## src/rtl/eth_pkg.sv

```systemverilog
// Shared Ethernet types for the transmit address path: the address pair layout,
// the rewrite modes and well-known MAC constants.
package eth_pkg;

  localparam int unsigned MAC_W = 48;

  localparam logic [MAC_W-1:0] MAC_BCAST = 48'hFFFF_FFFF_FFFF;

  // dst occupies the upper half of the packed pair.
  typedef struct packed {
    logic [MAC_W-1:0] dst;
    logic [MAC_W-1:0] src;
  } address_t;

  typedef enum logic [1:0] {
    ModePass     = 2'd0,
    ModeSwap     = 2'd1,
    ModeLocalSrc = 2'd2,
    ModeRsvd     = 2'd3
  } addr_mode_e;

endpackage

```

## src/rtl/tx_address_queue_if.sv

```systemverilog
// Write/read handshake bundle between the rx capture side, the address queue and the tx framer.
interface tx_address_queue_if
  import eth_pkg::*;
#(
  parameter int unsigned CNT_W = 3
);

  logic [1:0]       mode;
  logic [MAC_W-1:0] local_mac;
  logic             wr_valid;
  logic             wr_ready;
  address_t         rx_address;
  logic             rd_valid;
  logic             rd_ready;
  address_t         tx_address;
  logic [CNT_W-1:0] count;
  logic             overflow;
  logic             clr_overflow;

  modport master (
    output mode, local_mac, wr_valid, rx_address, rd_ready, clr_overflow,
    input  wr_ready, rd_valid, tx_address, count, overflow
  );

  modport slave (
    input  mode, local_mac, wr_valid, rx_address, rd_ready, clr_overflow,
    output wr_ready, rd_valid, tx_address, count, overflow
  );

endinterface

```

## src/rtl/tx_address_xform.sv

```systemverilog
// Combinational address-pair rewrite applied to an incoming pair before it is stored.
module tx_address_xform
  import eth_pkg::*;
(
  input  logic [1:0]       mode,
  input  logic [MAC_W-1:0] local_mac,
  input  address_t         rx_address,
  output address_t         stored
);

  always_comb begin
    stored = rx_address;
    unique case (addr_mode_e'(mode))
      ModeSwap: begin
        stored.dst = rx_address.src;
        stored.src = rx_address.dst;
      end
      ModeLocalSrc: begin
        stored.dst = rx_address.src;
        stored.src = local_mac;
      end
      default: stored = rx_address;
    endcase
  end

endmodule

```

## src/rtl/tx_address_queue.sv

```systemverilog
// First-word fall-through FIFO of rewritten MAC address pairs feeding the transmit framer,
// with a sticky overflow flag for writes offered while full.
module tx_address_queue
  import eth_pkg::*;
#(
  parameter int unsigned DEPTH = 4,
  parameter int unsigned CNT_W = $clog2(DEPTH) + 1
) (
  input logic                clk,
  input logic                rst,
  tx_address_queue_if.slave  bus
);

  localparam int unsigned PTR_W = $clog2(DEPTH);

  address_t         mem_q [DEPTH];
  address_t         wr_data;
  logic [PTR_W-1:0] wr_ptr_q, wr_ptr_d;
  logic [PTR_W-1:0] rd_ptr_q, rd_ptr_d;
  logic [CNT_W-1:0] count_q, count_d;
  logic             overflow_q, overflow_d;
  logic             full, empty, wr_en, rd_en;

  tx_address_xform u_xform (
    .mode       (bus.mode),
    .local_mac  (bus.local_mac),
    .rx_address (bus.rx_address),
    .stored     (wr_data)
  );

  // Full is judged on the registered count, so a pop never frees a slot in the same cycle.
  assign full  = (count_q == CNT_W'(DEPTH));
  assign empty = (count_q == '0);
  assign wr_en = bus.wr_valid && !full;
  assign rd_en = bus.rd_ready && !empty;

  always_comb begin
    wr_ptr_d   = wr_ptr_q;
    rd_ptr_d   = rd_ptr_q;
    count_d    = count_q;
    overflow_d = overflow_q;
    if (wr_en) begin
      wr_ptr_d = wr_ptr_q + PTR_W'(1);
    end
    if (rd_en) begin
      rd_ptr_d = rd_ptr_q + PTR_W'(1);
    end
    unique case ({wr_en, rd_en})
      2'b10:   count_d = count_q + CNT_W'(1);
      2'b01:   count_d = count_q - CNT_W'(1);
      default: count_d = count_q;
    endcase
    // Set takes priority over clear.
    if (bus.wr_valid && full) begin
      overflow_d = 1'b1;
    end else if (bus.clr_overflow) begin
      overflow_d = 1'b0;
    end
  end

  always_ff @(posedge clk) begin
    if (rst) begin
      wr_ptr_q   <= '0;
      rd_ptr_q   <= '0;
      count_q    <= '0;
      overflow_q <= 1'b0;
    end else begin
      wr_ptr_q   <= wr_ptr_d;
      rd_ptr_q   <= rd_ptr_d;
      count_q    <= count_d;
      overflow_q <= overflow_d;
    end
  end

  // Storage is not reset; contents are only observable through a valid head.
  always_ff @(posedge clk) begin
    if (wr_en && !rst) begin
      mem_q[wr_ptr_q] <= wr_data;
    end
  end

  assign bus.wr_ready   = !full;
  assign bus.rd_valid   = !empty;
  assign bus.tx_address = empty ? '0 : mem_q[rd_ptr_q];
  assign bus.count      = count_q;
  assign bus.overflow   = overflow_q;

endmodule

```

## src/flat_wrapper.sv

```systemverilog
// flat-port wrapper written by rule: the top's interface ports become plain ports
module tx_address_queue_flat import eth_pkg::*;
#(
  parameter int unsigned DEPTH = 4,
  parameter int unsigned CNT_W = $clog2(DEPTH) + 1
)
  (clk, rst, bus_mode, bus_local_mac, bus_wr_valid, bus_rx_address, bus_rd_ready, bus_clr_overflow, bus_wr_ready, bus_rd_valid, bus_tx_address, bus_count, bus_overflow);
  tx_address_queue_if #(.CNT_W(CNT_W)) bus_i ();
  input logic clk;
  input logic rst;
  input wire logic [$bits(bus_i.mode)-1:0] bus_mode;
  input wire logic [$bits(bus_i.local_mac)-1:0] bus_local_mac;
  input wire logic [$bits(bus_i.wr_valid)-1:0] bus_wr_valid;
  input wire logic [$bits(bus_i.rx_address)-1:0] bus_rx_address;
  input wire logic [$bits(bus_i.rd_ready)-1:0] bus_rd_ready;
  input wire logic [$bits(bus_i.clr_overflow)-1:0] bus_clr_overflow;
  output wire logic [$bits(bus_i.wr_ready)-1:0] bus_wr_ready;
  output wire logic [$bits(bus_i.rd_valid)-1:0] bus_rd_valid;
  output wire logic [$bits(bus_i.tx_address)-1:0] bus_tx_address;
  output wire logic [$bits(bus_i.count)-1:0] bus_count;
  output wire logic [$bits(bus_i.overflow)-1:0] bus_overflow;
  assign bus_i.mode = bus_mode;
  assign bus_i.local_mac = bus_local_mac;
  assign bus_i.wr_valid = bus_wr_valid;
  assign bus_i.rx_address = bus_rx_address;
  assign bus_i.rd_ready = bus_rd_ready;
  assign bus_i.clr_overflow = bus_clr_overflow;
  assign bus_wr_ready = bus_i.wr_ready;
  assign bus_rd_valid = bus_i.rd_valid;
  assign bus_tx_address = bus_i.tx_address;
  assign bus_count = bus_i.count;
  assign bus_overflow = bus_i.overflow;
  tx_address_queue #(.DEPTH(DEPTH), .CNT_W(CNT_W)) u_core (.clk(clk), .rst(rst), .bus(bus_i));
endmodule
```

## config.mk

```make
export PLATFORM = sky130hd
export DESIGN_NAME = tx_address_queue_flat
export DESIGN_NICKNAME = d
export VERILOG_FILES = /design/src/rtl/eth_pkg.sv /design/src/rtl/tx_address_queue_if.sv /design/src/rtl/tx_address_xform.sv /design/src/rtl/tx_address_queue.sv /design/src/flat_wrapper.sv
export SDC_FILE = /design/constraint.sdc
export NUM_CORES = 1
export LEC_CHECK = 0
export ABC_CLOCK_PERIOD_IN_PS = 12200
export BUFFER_PORTS_ARGS = -buffer_cell sky130_fd_sc_hd__buf_2
export CAP_MARGIN = 15
export CORE_AREA = 2 2 173 175
export CTS_CLUSTER_DIAMETER = 120
export DETAILED_ROUTE_END_ITERATION = 12
export DIE_AREA = 0 0 175 177
export PLACE_DENSITY = 0.84
export SETUP_SLACK_MARGIN = 0.15
export SYNTH_ARGS = -nofsm -noshare
export SYNTH_HDL_FRONTEND = slang
export SYNTH_SLANG_ARGS = --single-unit
```

## constraint.sdc

```tcl
create_clock -name clk -period 12.2 [get_ports clk]
set_clock_uncertainty 0.15 [all_clocks]
set_input_delay 0 -clock clk [delete_from_list [all_inputs] [get_ports clk]]
set_output_delay 0 -clock clk [all_outputs]
set_load 0.02 [all_outputs]
```

### Word level (Yosys, flattened, before mapping)

Memory sizes are Yosys's and may differ from the RTL's. A register that Yosys moved wholly into a read port is not among the register bits.
Cells that the tools add are included.

* div/mod/pow operators: 0
* multipliers: 0
* order comparisons: 0
* muxes and demuxes: 9
* reduce and logical (&&, ||, !) cells: 10
* add/sub/neg operators: 4
* shift operators: 0
* equal/unequal tests: 5
* bitwise gates (word level): 0

Operator list (count)
* 96-bit case mux with 2 select lines: 1
* 96-bit two-way mux: 1
* 3-bit case mux with 2 select lines: 1
* 2-bit by 1-bit adder with 2-bit output, second input constant: 2
* 2-bit by 1-bit == test with 1-bit output, second input constant: 2
* 2-bit == test, second input constant: 2
* 1-bit logical AND: 4
* 1-bit two-way mux: 4
* 2-bit two-way mux: 2
* 2-bit nonzero test: 2
* 3-bit by 1-bit adder with 3-bit output, second input constant: 1
* 3-bit == test, second input constant: 1
* 1-bit zero test: 3
* 3-bit zero test: 1
* 3-bit by 1-bit subtractor with 3-bit output, second input constant: 1

* output and inout port bits: 102
* memories kept: 1
* logic and storage cells: 33
* bits in read-only memories: 0
* register bits: 8
* bits of input ports: 151
* latch bits: 0
* RAM bits: 384

Memories
* u_core.mem_q: words 4, bits a word 96, read ports 1, clocked after memory_dff 1, wr ports 1, line tx_address_queue.sv:16 `address_t mem_q [DEPTH];`

### Longest topological paths before layout

* depth in word-level cells: 6
* depth in mapped cells: 9
* mapped depth without buffers: 8

### Cells and area by module

Synthesis repeated with hierarchy kept, for this count alone.

* cell total of the unflattened synthesis: 999
* area total of the unflattened synthesis: 16713.5 um^2

By module, submodules not included
* tx_address_queue: area each 15000.6 um^2, cells each 666, times used 1, sequential area each 11731.3 um^2
* tx_address_xform: area each 1712.9 um^2, cells each 333, times used 1, sequential area each 0.0 um^2

### Worst setup path before layout

No wires, ideal clock.

* path type: flip-flop to flip-flop
* start point: register u_core.count_q[0], in the netlist u_core.bus.count[0]
* end point: memory u_core.mem_q[0][0] (netlist name), enable pin
* setup time: 0.688 ns
* data arrival time: 8.196 ns
* data required time: 11.362 ns
* slack: 3.165 ns
* path buffers: 1
* period minus slack after synthesis: 9.035 ns
* stages on the path, launching flop included: 5
* cell sequence: dfxtp_1 or3b_1 clkbuf_1 nand2_1 nor3b_1

* cells in the longest elaborated chain, start to end: 6

Ends and longest elaborated chain
* from (decl): line tx_address_queue.sv:20 `logic [CNT_W-1:0] count_q, count_d;`
* from (signal assigned): line tx_address_queue.sv:70 `count_q <= count_d;`
* 3-bit == test: line tx_address_queue.sv:32 `assign full = (count_q == CNT_W'(DEPTH));`
* 1-bit zero test
* net bus_wr_ready: line flat_wrapper.sv:17 `output wire logic [$bits(bus_i.wr_ready)-1:0] bus_wr_ready;`
* 1-bit logical AND: line tx_address_queue.sv:34 `assign wr_en = bus.wr_valid && !full;`
* 1-bit logical AND: line tx_address_queue.sv:77 `if (wr_en && !rst) begin`
* 1-bit two-way mux: line tx_address_queue.sv:77
* 1-bit two-way mux (implied by the code): line tx_address_queue.sv:78 `mem_q[wr_ptr_q] <= wr_data;`
* to (decl): line tx_address_queue.sv:16

The timed path passes the listed nets, and every way through them passes these cells.

==> flow_metrics.env <==
export IMPL_rows=63
export IMPL_ant_nets=0
export IMPL_h_tree_depth=2
export IMPL_die_area_sq_um=31000
export IMPL_synthMuxAreaShare_pct=13.2
export IMPL_placed_area_sq_um=18000
export IMPL_wire_per_inst_um=23.4
export IMPL_drc=0
export IMPL_gp_congestion=0.824
export IMPL_syn_to_final_growth_pct=27.0
export IMPL_synth_area_leaders="edfxtp_1, mux4_2, and2_1, a22o_1, a22oi_1"
export IMPL_cts_buffers=39
export IMPL_maxCapViolCount=0
export IMPL_clk_pin_slew_ns=0.06
export IMPL_core_sq_um=29200
export IMPL_dp_hpwl_um=22300
export IMPL_yosys_area_top_type="edfxtp_1"
export IMPL_yosys_warnings=0
export IMPL_rsz0062_at_grt="no"
export IMPL_period_needed_ns=3.12
export IMPL_insertion_delay_ns=0.50
export IMPL_yosys_area_share_xor_xnor_pct=0.161
export IMPL_netlist_area_leader_share_pct=70.5
export IMPL_syn_cell_area_sq_um=16400
export IMPL_ys_types=28
export IMPL_crit_type="input pin to flip-flop"
export IMPL_tns_ns=0
export IMPL_critPathRequiredTime_ns=12.28
export IMPL_grt_max_degree=100
export IMPL_regArea_sq_um=11700
export IMPL_cts_resized=0
export IMPL_netlist_instances=895
export IMPL_final_fill_count=1736
export IMPL_routed_wirelength_um=39900
export IMPL_synth_seq_cells=394
export IMPL_cp_max_fo=94
export IMPL_slew_headroom_pct=27.6
export IMPL_cts_sinks=394
export IMPL_multi_input_area_sq_um=4330
export IMPL_synth_nets=1054
export IMPL_holdWs_ns=0.00305
export IMPL_synth_compound_area_share_pct=6.65
export IMPL_min_path_type="input pin to flip-flop"
export IMPL_synth_simple_area_share_pct=5.50
export IMPL_io_buffers=252
export IMPL_fin_area_sq_um=20800
export IMPL_drv_slew=0
export IMPL_status="complete, no violations"
export IMPL_drt_vias_per_instance=6.03
export IMPL_p_leak_nw=7.45
export IMPL_num_vias=10300
export IMPL_yosysSeqAreaShare_pct=71.7
export IMPL_worst_setup_path_end_kind="flip-flop"
export IMPL_post_place_cells=1485
export IMPL_first_global_vias=10700
export IMPL_clock_root_buffer="clkbuf_16"
export IMPL_synthAdderAreaFrac_pct=0.657
export IMPL_max_freq_ghz=0.321
export IMPL_final_common_cell="edfxtp_1"
export IMPL_peakVddDrop_v=0.000154
export IMPL_cts_buffer_depth=3
export IMPL_finalNonFillerCells=1708
export IMPL_antenna_found_initial=1
export IMPL_drtPass1Iterations=5
export IMPL_die_w_um=175
export IMPL_layout_nets=1447
export IMPL_grt_overflow=0
export IMPL_worst_pin_slew_ns=1.09
export IMPL_die_h_um=177
export IMPL_cp_start_kind="input pin"
export IMPL_p_per_area_nw_per_um2=197
export IMPL_ios=253
export IMPL_avgSynthCellArea_sq_um=18.3
export IMPL_worstPathArrival_ns=3.20
export IMPL_synth_top_family_by_area="multiplexers"
export IMPL_layout_drive_gt1_share_pct=32.5
export IMPL_drtIter0Drc=1058
export IMPL_setup_violations=0
export IMPL_cts_tree="yes"
export IMPL_grt_usage_pct=25.9
export IMPL_post_route_util_pct=71.1
export IMPL_final_cell_mix="edfxtp_1, buf_2, dlygate4sd3_1"
export IMPL_hold_violations=0
export IMPL_start_util_pct=56.0
export IMPL_period_share_pct=25.6
export IMPL_grt_pass1_wl_um=60200
==> worst paths after layout <==
| check | cells after the start | start | slack [ns] | endpoint |
|---|---|---|---|---|
| worst max-delay path | 8 | bus_mode[0] | 9.08 | u_core.mem_q[1][76] |
| worst min-delay path | 3 | bus_local_mac[13] | 0.003 | u_core.mem_q[0][13] |
| worst max register to register | 5 | u_core.bus.count[0] | 9.13 | u_core.mem_q[3][32] |
| worst min register to register | 2 | u_core.rd_ptr_q[1] | 0.40 | flip-flop |
==> worst max-delay path, cell delays in order <==
cell,delay [ns]
buf_2,0.10
inv_1,0.07
ha_4,0.58
buf_4,0.84
nor2_4,0.28
buf_4,0.39
a22o_1,0.27
dlygate4sd3_1,0.63
==> repair_timing <==
action / in CTS / in global routing
endpoints found under the setup margin: 0 / 0
hold endpoints to repair: 394 / 0
setup buffers: 0 / 0
hold buffers: 152 / 0
==> cells by family (layout without fill, tap and decap cells) <==
logic type      after synthesis  in the layout
xor+xnor                      3              3
mux                          96             96
flops                       394            394
simple gates                166            166
compound gates              155            155
buf+inv                      73            494
other cells                   0              2
fa+ha+maj                     8              8
==> cell usage after synthesis, drive strengths merged <==
cell type and n:
mux4 96, o311ai 1, nor2b 1, ha 7, a22oi 48, inv 7, nor3b 4, fa 1
a21oi 4, edfxtp 384, nand2b 1, clkbuf 33, xor2 3, a41oi 1, or3b 1, nand3 3
nor2 8, a22o 48, a21o 2, buf 33, and2 97, dfxtp 10, or3 2, o21ai 51
nand2 49
==> where the power goes <==
group / internal [mW] / switching, mW / leakage, nW
registers: 1.59 / 0.0520 / 3.61
clock network: 0.739 / 0.480 / 0.633
logic: 0.507 / 0.733 / 3.20
==> routing by layer <==
layer | up-vias | global-route usage [%] | wire [um]
li1 | 4398 | - | -
met3 | 105 | 6.04 | 4110
met2 | 680 | 42.9 | 19800
met5 | - | 0 | 0
met1 | 5108 | 34.4 | 14800
met4 | 0 | 8.75 | 1150
==> state kept, by name (all words and copies together), names as in the netlist, named ones only <==
| register | count |
|---|---|
| u_core.mem_q | 384 |
| u_core.bus.count | 3 |
| u_core.rd_ptr_q | 2 |
| u_core.wr_ptr_q | 2 |
| u_core.bus.overflow | 1 |
==> cell type report <==
class                   instances  area share, %
diodes                          2         0.0241
clock buffers                  46           5.03
clock inverters                23           1.28
inverters                       7          0.126
multi-input cells             428           20.8
flip-flops and latches        394           56.5
well taps                     390           2.35
repair buffers                418           13.9
==> per-stage QoR <==
step,power [mW],setup WS (ns)
after CTS,4.12,8.98
after detailed placement,2.85,9.15
after global placement,2.84,9.27
after global routing,4.26,8.86
final,4.10,9.08
after floorplan,2.48,3.17
No activity file was read; power rests on OpenSTA's default activity.
